## src/rtl/seq_detect_param.sv

```systemverilog
// Serial pattern detector with runtime-configurable pattern, length and overlap
// mode, plus a saturating match counter with a sticky saturation flag.
module seq_detect_param #(
  parameter int MAX_LEN = 8,
  parameter int CNT_W   = 8,
  localparam int LEN_W  = $clog2(MAX_LEN + 1)
) (
  input  logic               clk,
  input  logic               reset,
  input  logic               cfg_load,
  input  logic [MAX_LEN-1:0] pattern,
  input  logic [LEN_W-1:0]   pat_len,
  input  logic               overlap,
  input  logic               inp_valid,
  input  logic               inp_bit,
  input  logic               clear,
  output logic               seq_seen,
  output logic [CNT_W-1:0]   match_count,
  output logic               count_sat
);

  // Input handshake: inp_bit is consumed on every rising edge where inp_valid=1
  // and cfg_load=0; there is no backpressure, so the block is always ready.

  logic [MAX_LEN-1:0] hist_q, hist_d;
  logic [LEN_W-1:0]   fill_q, fill_d;
  logic [MAX_LEN-1:0] pat_q;
  logic [LEN_W-1:0]   len_q;
  logic               ovl_q;
  logic               seen_q;
  logic [CNT_W-1:0]   cnt_q, cnt_d;
  logic               sat_q, sat_d;

  logic [LEN_W-1:0]   eff_len;
  logic [MAX_LEN-1:0] mask;
  logic [MAX_LEN-1:0] hist_shift;
  logic [LEN_W-1:0]   fill_inc;
  logic               match;

  assign eff_len    = (len_q > LEN_W'(MAX_LEN)) ? LEN_W'(MAX_LEN) : len_q;
  assign hist_shift = {hist_q[MAX_LEN-2:0], inp_bit};
  assign fill_inc   = (fill_q == LEN_W'(MAX_LEN)) ? fill_q : fill_q + LEN_W'(1);

  always_comb begin
    mask = '0;
    for (int i = 0; i < MAX_LEN; i++) begin
      mask[i] = (LEN_W'(i) < eff_len);
    end
  end

  // Match is judged on the values the shift would produce this edge.
  assign match = inp_valid && !cfg_load && (eff_len != '0) && (fill_inc >= eff_len)
                 && (((hist_shift ^ pat_q) & mask) == '0);

  always_comb begin
    hist_d = hist_q;
    fill_d = fill_q;
    if (cfg_load) begin
      fill_d = '0;
    end else if (inp_valid) begin
      hist_d = hist_shift;
      fill_d = (match && !ovl_q) ? '0 : fill_inc;
    end
  end

  always_comb begin
    cnt_d = cnt_q;
    sat_d = sat_q;
    if (clear) begin
      cnt_d = '0;
      sat_d = 1'b0;
    end else if (match) begin
      if (cnt_q == '1) sat_d = 1'b1;
      else             cnt_d = cnt_q + CNT_W'(1);
    end
  end

  always_ff @(posedge clk or posedge reset) begin
    if (reset) begin
      hist_q <= '0;
      fill_q <= '0;
      pat_q  <= '0;
      len_q  <= '0;
      ovl_q  <= 1'b1;
      seen_q <= 1'b0;
      cnt_q  <= '0;
      sat_q  <= 1'b0;
    end else begin
      hist_q <= hist_d;
      fill_q <= fill_d;
      seen_q <= match;
      cnt_q  <= cnt_d;
      sat_q  <= sat_d;
      if (cfg_load) begin
        pat_q <= pattern;
        len_q <= pat_len;
        ovl_q <= overlap;
      end
    end
  end

  assign seq_seen    = seen_q;
  assign match_count = cnt_q;
  assign count_sat   = sat_q;

endmodule

```

## config.mk

```make
export PLATFORM = sky130hd
export DESIGN_NAME = seq_detect_param
export DESIGN_NICKNAME = d
export VERILOG_FILES = /design/src/rtl/seq_detect_param.sv
export SDC_FILE = /design/constraint.sdc
export NUM_CORES = 1
export LEC_CHECK = 0
export BUFFER_PORTS_ARGS = -buffer_cell sky130_fd_sc_hd__buf_4
export CORE_ASPECT_RATIO = 1.1
export CORE_MARGIN = 2
export CORE_UTILIZATION = 56
export DETAILED_ROUTE_END_ITERATION = 7
export PLACE_DENSITY = 0.79
export SLEW_MARGIN = 10
export SYNTH_ARGS = -nofsm -noshare
export SYNTH_HDL_FRONTEND = slang
export SYNTH_SLANG_ARGS = --single-unit
export TNS_END_PERCENT = 20
```

## constraint.sdc

```tcl
create_clock -name clk -period 3.8 [get_ports clk]
set_clock_uncertainty 0.15 [all_clocks]
set_input_delay 0.38 -clock clk [delete_from_list [all_inputs] [get_ports clk]]
set_output_delay 0.38 -clock clk [all_outputs]
set_load 0.01 [all_outputs]
```

==> out/summary.md, run 1 <==
The logs give 5 for the number of buffers created by CTS and 0.00213 sq mm for the cell area after layout. Global routing finished with a remaining overflow of 0. The checks that failed: DRC.

Setup repair after global routing left no endpoint under its margin. The share of total power dissipated in the clock network is 23.9%. The total number of H-tree levels is 2. After synthesis, the cell types taking the most area are dfrtp_1, mux2_2, nand2_1.

Counting flops and latches in the post-synthesis netlist gives 34. Summed over all layers, the routed wires come to 3.64 mm. The number of slew-limit violations in the final report is 0, and the fraction of post-synthesis cell area in the top cell type by area is 44.7%.

After detailed routing, the average wire length per cell comes to 14.9 um. The min-delay analysis places its worst path in the category primary input to register. STA puts the critical path data arrival time at 2940 ps. After detailed routing, the number of vias per cell comes to 5.85. The actual transition at the worst max-transition pin is 1010 ps, and the delay contributed by the slowest stage of the critical path is 590 ps. The tools report the final-report setup violation count as 0.

In this run the worst path has a maximum fanout of 13. Clock tree synthesis selected as its root buffer the cell clkbuf_4. The area growth from synthesis to layout is 15.4%.

The run gives 42 as the number of distinct library cell variants in the gate-level netlist after synthesis. The most numerous cell in the Yosys netlist was dfrtp_1. The number of synthesized flops with an enable pin works out to 0. The placed cell area was 0.00208 sq mm.

The fraction of registers with async set or reset after synthesis came out at 100%. The dominant synthesized flop cell is dfrtp_1. The first-pass GRT wire length was 6.40 mm. For this run, the detailed router's first-pass iteration total came to 6. After clock tree synthesis, the repair step resized 0 gates. In this run the power density over the cells is 348 mW/mm^2. The global-route usage over all layers came out at 22.3%. The tools report the total inserted antenna cells as 0. The run gives 0 ps as the sum of negative setup slack. For the worst-skew pair, the clock arrives at the later sink with an insertion delay of 340 ps. The time the final worst path needs with I/O delays and setup works out to 2880 ps. The path with the worst hold slack has its endpoint at len_q[3]$_DFFE_PP0P_. Measured in cells, the most critical reg-to-reg path has a length of 8. The detailed-route via count is 1434, and the detailed-placement wirelength estimate is 2.77 mm. The biggest area contributor in the post-synthesis netlist is dfrtp_1. The tools report the switching component of the power as 0.215 mW. The count of input and output buffers is 28, and the leakage power total is 0.969 nW. The run gives 0 as the remaining number of nets flagged by the antenna check after routing. The clock passes through at most 2 buffers.

In this run the horizontal extent of the chip is 58.8 um. For the clock sink count, the log shows 34. STA classifies the critical path endpoint as a register. At the end of routability-driven placement, the weighted congestion stood at 0.797. The top-level I/O count came out at 29. The overall power consumption is 0.742 mW.

In this run the standard cell core region covers 0.00310 sq mm. Per report_power, the combinational group accounts for 19.2% of the total. The endpoint identified for the worst register-to-register timing path is match_count[0]$_DFFE_PP0P_. The run finished, with violations left. TritonCTS built the clock tree.

Static timing analysis puts the maximum clock frequency at 347 MHz. The cell internal power dissipation came out at 0.527 mW. The final hold violation count was 0. The total number of yosys warnings was 0; the depth of the worst hold-timing path was 3.

Cell with the biggest individual delay on the critical path: or4_4. Across the run, the number of max-cap violations was 0. In this run the vertical extent of the chip is 64.3 um. The critical path goes through ha_1 > xnor2_1 > a31oi_1 > ha_1 > nor3_1 > or4_4 > nor4b_2 > mux2_1.

Summing every instance area after synthesis gives 0.00185 sq mm. The number of nets handed over by synthesis was 206. After clock tree synthesis, the clock-pin slew on the worst setup and hold paths is 100 ps. The cell that appears most often on the critical path is ha_1.

For this run, the register share of the synthesized area comes to 46.1%. The DRC violation total after the first TritonRoute iteration is 48. The post-route netlist has 24.2% of its cells at a drive strength greater than 1. Of the total power, the share spent switching nets is 28.9%.

Sequential cells account for 56.9% of the total power. The peak supply drop is 0.225 mV. Counting every instance in the synthesized netlist gives 180. The worst pin sits at a relative slew slack of 31.5%. Pin count of the biggest net entering global routing: 35. After layout, the worst path uses 75.8% of the clock period. The tools report the reg-to-reg critical path startpoint as fill_q[0]$_DFFE_PP0P_. At the end of the flow, the number of nets in the layout was 237.

Data on the critical path is required at its endpoint by 3860 ps. Dividing the synthesized area by the synthesized cell count gives 10.3 sq um. The tools report the area enclosed by the die boundary as 0.00378 sq mm. The number of standard-cell rows in the floorplan is 21, and the initial antenna violation count is 0. In this run the most critical hold path is launched from pat_len[3]. The logs give 1414 for the number of global-route vias before repair and 59.6% for the initial cell density of the core. The worst register-to-register path has a setup slack of 920 ps. The critical path in this run is classified as register to register.

Sorting the synthesized cells by how often they occur yields dfrtp_1, nand2_1, mux2_2. The tools report the count of unresolved DRC violations after routing as 2. The worst setup path is launched from a register.
power by group through the flow:
stage               Clock (mW)  Sequential (mW)  Combinational (mW)
floorplan                    0            0.420               0.107
global placement             0            0.426               0.138
detailed placement           0            0.428               0.143
CTS                      0.184            0.421               0.144
global route             0.198            0.426               0.161
finish                   0.177            0.422               0.143
how the worst max path moves through the flow:
| stage | depth (start not counted) | slack [ps] | startpoint | endpoint |
|---|---|---|---|---|
| floorplan | 9 | 1150 | fill_q[0]$_DFFE_PP0P_ | match_count[2]$_DFFE_PP0P_ |
| global placement | 10 | 1060 | fill_q[0]$_DFFE_PP0P_ | match_count[2]$_DFFE_PP0P_ |
| detailed placement | 8 | 940 | fill_q[0]$_DFFE_PP0P_ | match_count[0]$_DFFE_PP0P_ |
| CTS | 8 | 900 | fill_q[0]$_DFFE_PP0P_ | match_count[0]$_DFFE_PP0P_ |
| global route | 10 | 720 | fill_q[0]$_DFFE_PP0P_ | match_count[0]$_DFFE_PP0P_ |
| finish | 8 | 920 | fill_q[0]$_DFFE_PP0P_ | match_count[0]$_DFFE_PP0P_ |
layout by cell type, fill, tap and decap left out, drive strengths merged, types with 2 or more instances in the layout:
cell	count
dfrtp	33
nand2	31
buf	29
mux2	14
xnor2	7
inv	7
ha	7
o31ai	7
clkbuf	7
or4	6
nand2b	5
nor2	5
o21ai	5
xor2	4
nand4	4
nor2b	4
o32ai	4
a21oi	4
nand3	3
and3	3
nor3	2
o41ai	2
or3	2
nor4	2
critical path, delay by kind of cell (launching register included):
kind            cells  cell delay, ps
fa+ha+maj           2             440
xor+xnor            1             130
flops               1             430
simple gates        3            1020
mux                 1             370
compound gates      1             220
final cells by class:
type / count / area (sq um)
Multi-Input combinational cell: 133 / 941
Clock buffer: 7 / 45.0
Sequential cell: 34 / 852
Inverter: 7 / 26.3
Timing Repair Buffer: 30 / 228
Fill cell: 251 / 966
Tap cell: 34 / 42.5
logic make-up (layout without fill, tap and decap cells):
kind of cell    count (synthesis)  after routing  share of synthesized area (%)
fa+ha+maj                       7              7                           4.74
mux                            15             15                           9.07
simple gates                   73             73                           21.3
buf+inv                        13             44                           3.04
flops                          34             34                           46.1
compound gates                 27             27                           10.6
xor+xnor                       11             11                           5.21
timing repair:
| action | 4_1_cts | 5_1_grt |
|---|---|---|
| endpoints found under the hold margin | 33 | 0 |
| hold buffers | 1 | 0 |
| setup buffers | 0 | 0 |
registers in the layout, summed over array words and instances (netlist names):
| name | cells |
|---|---|
| hist_q | 7 |
| count_sat | 1 |
| ovl_q | 1 |
| fill_q | 4 |
| pat_q | 8 |
| seq_seen | 1 |
| match_count | 8 |
| len_q | 4 |
through the flow:
step | util [%] | worst slack [ps] | hold WS [ps] | instances
CTS | 68.8 | 901 | 81.2 | 245
finish | 68.8 | 920 | 91.4 | 245
floorplan | - | 1150 | 317 | 180
global placement | 67.1 | 1060 | 332 | 237
detailed placement | 67.1 | 937 | 355 | 237
global route | 68.8 | 716 | 77.9 | 245
routing by layer:
layer,global-route usage (%),part of all wire (%),up-vias
li1,-,-,713
met3,5.67,3.8,5
met2,37.2,51,26
met4,7.67,1.5,0
met1,27.6,43,690
met5,0,0,-
(Power assumes the default switching activity.)
==> inputs of run 2 (changes only) <==
--- a/config.mk
+++ b/config.mk
@@ -5,12 +5,13 @@
 export SDC_FILE = /design/constraint.sdc
 export NUM_CORES = 1
 export LEC_CHECK = 0
+export ABC_AREA = 1
 export BUFFER_PORTS_ARGS = -buffer_cell sky130_fd_sc_hd__buf_4
 export CORE_ASPECT_RATIO = 1.1
 export CORE_MARGIN = 2
-export CORE_UTILIZATION = 56
+export CORE_UTILIZATION = 51
 export DETAILED_ROUTE_END_ITERATION = 7
-export PLACE_DENSITY = 0.79
+export PLACE_DENSITY = 0.75
 export SLEW_MARGIN = 10
 export SYNTH_ARGS = -nofsm -noshare
 export SYNTH_HDL_FRONTEND = slang
==> constraint.sdc (replaced) <==
create_clock -name clk -period 2.37 [get_ports clk]
set_clock_uncertainty 0.15 [all_clocks]
set_input_delay 0.237 -clock clk [delete_from_list [all_inputs] [get_ports clk]]
set_output_delay 0.237 -clock clk [all_outputs]
set_load 0.01 [all_outputs]
==> out/summary.md, run 2 <==
In this run, the combinational gates consume 22.1% of the power. The clock period could shrink to 2260 ps. The signed area change from the synthesized netlist to the final layout is 21.6%. The library cells used most frequently in the layout, excluding fill and tap cells, are nand2_1, inv_1, dfrtp_1, buf_4, nand3_1. When the netlist entered floorplanning its net count stood at 276. The worst register-to-register path begins at fill_q[0]$_DFFE_PP0P_.

The library cell used most frequently in the layout, excluding fill and tap cells, is nand2_1. In the routed layout, each cell is associated on average with a via count of 4.97. Buffers placed on the I/O ports in this run total 28. In this run, synthesis inferred 0 flip-flops with an integrated enable. The internal portion of the total power is 1.00 mW.

Cells with a size suffix above 1 make up 24.0% of the layout. By count the netlist is led by nand2_1, inv_1, dfrtp_1, nand3_1, o21ai_0. The worst hold path terminates at pat_q[2]$_DFFE_PP0P_.

For this block, the initial DRC count from the detailed router was 67. Buffers inserted during clock tree synthesis total 5. The origin of the worst min-delay path was pattern[2]. The logs give 2 for the total number of H-tree levels and 0.395 mV for the peak supply drop. Once placement completed, the tool counted placed cells totaling 324. For the share of the yosys chip area belonging to registers, the log shows 43.0%.

The fraction of registers with async set or reset after synthesis was 100%. The tools report the startpoint type of the worst setup path as a register. The worst setup path is captured at a register. At the worst endpoint, the required time is 2400 ps. The run finished with clean final reports. After the last flow step, the layout net total stands at 313. The final route contains 1679 vias. Based on the critical path, the design can be clocked at up to 442 MHz. The final non-filler cell total is 338, and the setup slack of the worst register-to-register path is 110 ps. In the post-synthesis netlist, the biggest area contributors are dfrtp_1, nand2_1, nand3_1.

The average instance in the mapped netlist occupies 7.93 sq um. The critical path in this run is classified as register to register. Summing all multi-input logic gate instances after layout gives 991 sq um. The worst min-delay path category is primary input to register. Across the run, the number of max-cap violations was 0. The initialized floorplan defines 23 standard-cell rows. The area taken by flip-flops and latches came out at 852 sq um.

For this run the aggregate overflow at the end of global routing stands at 0. At the pin with the least slew margin, the transition time is 435 ps. The tools report the area enclosed by the die boundary as 0.00440 sq mm. The clock sink count is 34. Of the total power, the share spent switching nets is 30.2%. At the placement stage, the worst setup path has a slack of 110 ps. The count of nets left with antenna violations once routing finished came out at 0. The endpoint of the worst register-to-register path is match_count[4]$_DFFE_PP0P_. The logs give 0 for the total number of yosys warnings and 0 for the number of slew-limit violations in the final report. The initial cell density of the core came out at 53.8%.

For the worst flop-to-flop path, the logic depth is 13. The logs give 19.3% for the global-route usage over all layers and 0 for the total inserted antenna cells. The first-pass GRT wire length was 6.79 mm; the fraction of post-synthesis cell area in the top cell type by area was 41.6%. The tools report the data arrival time at the worst-slack endpoint as 2290 ps. In this run the power density over the cells is 595 mW/mm^2.

Routability-driven placement finished with a final weighted congestion of 0.820. Counting the fill cells in the layout gives 338. The switching component of the power is 0.434 mW, and the number of search-and-repair iterations in the first detailed-routing pass is 4. Setup repair after global routing could not meet its margin everywhere. For the area of the placeable core, the log shows 0.00368 sq mm. The tools report the final-report setup violation count as 0.

Among all cell types in the netlist, the one instantiated most often is nand2_1. For this block, the routed nets add up to 3.97 mm of wire. In the synthesized netlist the dominant register cell turns out to be dfrtp_1. The leakage power total was 1.24 nW; the peak fanout along the critical path was 8. Detailed placement finished with a half-perimeter wire length of 2.76 mm.

The wire length per cell after detailed routing was 11.7 um; the remaining max-slew budget at the tightest pin was 71.0%. After synthesis the cells add up to 0.00198 sq mm. The root buffer selected by CTS was clkbuf_8. The final critical path takes up 95.4% of the cycle. In this run the deepest clock path goes through 2 buffers. The run gives 1610 as the number of global-route vias before repair.

Summing internal, switching and leakage power gives 1.43 mW. Once routing completed, OpenROAD measured the worst setup slack at 109 ps. The netlist uses 30 different library cells.

The pin count of the biggest net entering global routing came out at 35. Vertical die dimension: 69.4 um. Pin placement for this block handled 29 I/O pins. Clock-pin slew was measured on the worst setup and hold paths at 70 ps. For the final hold violation count, the log shows 0.

In this run, the clock network consumes 30.6% of the power. The clock reaches the later pin of the worst-skew pair after 290 ps. For this run, design rule violations remaining after detail routing come to 0.

The die boundary width is 63.5 um, and the initial antenna violation count is 0. The largest total area in the synthesized netlist belongs to dfrtp_1. The logs give 250 for the cell count after synthesis and 47.4% for the register share of total power. TritonCTS built the clock tree. Register bit count reported by yosys: 34.

The depth of the worst hold-timing path is 3.
[run 2: worst max path at each step]
| stage | start | slack (ps) | end | cells past startpoint |
|---|---|---|---|---|
| after floorplan | fill_q[0]$_DFFE_PP0P_ | 280 | match_count[0]$_DFFE_PP0P_ | 14 |
| after global placement | fill_q[0]$_DFFE_PP0P_ | 180 | match_count[4]$_DFFE_PP0P_ | 13 |
| after detailed placement | fill_q[0]$_DFFE_PP0P_ | 110 | match_count[5]$_DFFE_PP0P_ | 14 |
| after CTS | fill_q[0]$_DFFE_PP0P_ | 90 | match_count[5]$_DFFE_PP0P_ | 14 |
| after global routing | fill_q[0]$_DFFE_PP0P_ | -50 | match_count[2]$_DFFE_PP0P_ | 14 |
| final | fill_q[0]$_DFFE_PP0P_ | 110 | match_count[4]$_DFFE_PP0P_ | 13 |
[run 2: kinds of logic after synthesis]
logic type | after synthesis | share of synthesized area (%)
buffers and inverters | 43 | 8.58
DFF | 34 | 43.0
muxes | 3 | 1.70
and+or+nand+nor | 127 | 31.5
xor gates and xnor gates | 9 | 3.97
adders and majority gates | 7 | 4.42
AOI/OAI and AO/OA | 27 | 6.81
[run 2: critical path: stages, from the launching register on]
cell and delay [ps]:
dfrtp_1 410, inv_1 70, ha_2 180, nand3_2 100
xor2_2 210, inv_1 60, ha_1 270, nand4_1 90
nand3_1 100, nand2_2 60, inv_4 80, nand4_4 160
nand3_1 130, nand2_2 60
[run 2: power by group through the flow]
stage | Sequential, mW | Clock, mW | Combinational (mW)
6_report | 0.679 | 0.438 | 0.317
5_1_grt | 0.687 | 0.471 | 0.362
4_1_cts | 0.679 | 0.450 | 0.308
3_5_place_dp | 0.689 | 0 | 0.302
3_3_place_gp | 0.687 | 0 | 0.296
2_1_floorplan | 0.683 | 0 | 0.226
[run 2: per-layer routing]
metal  wire [um]  share of wire (%)  track usage [%]
met1        1830                 46             24.3
met2        1920                 49             32.0
met3         145                3.7             5.03
met4          62                1.6             6.52
met5           0                  0                0
[run 2: stage by stage]
stage               area, sq um  hold WS [ps]  TNS (ps)  utilization [%]
floorplan                  1980           208         0                -
global placement           2240           215         0             60.7
detailed placement         2240           220         0             60.7
CTS                        2360         0.670         0             64.0
global route               2410          8.27      -379             65.5
finish                     2410          6.71         0             65.5
[run 2: area by class of cell]
| type | count | area share [%] |
|---|---|---|
| Sequential cell | 34 | 35.3 |
| Tap cell | 50 | 2.59 |
| Clock inverter | 1 | 0.207 |
| Clock buffer | 7 | 3.58 |
| Multi-Input combinational cell | 173 | 41.1 |
| Timing Repair Buffer | 35 | 11.2 |
| Inverter | 38 | 6.02 |
[run 2: what timing repair did]
action / in CTS / in global routing
hold buffers: 3 / 0
endpoints found under the setup margin: 0 / 12
setup buffers: 0 / 3
endpoints found under the hold margin: 35 / 0
resized for setup: 0 / 9
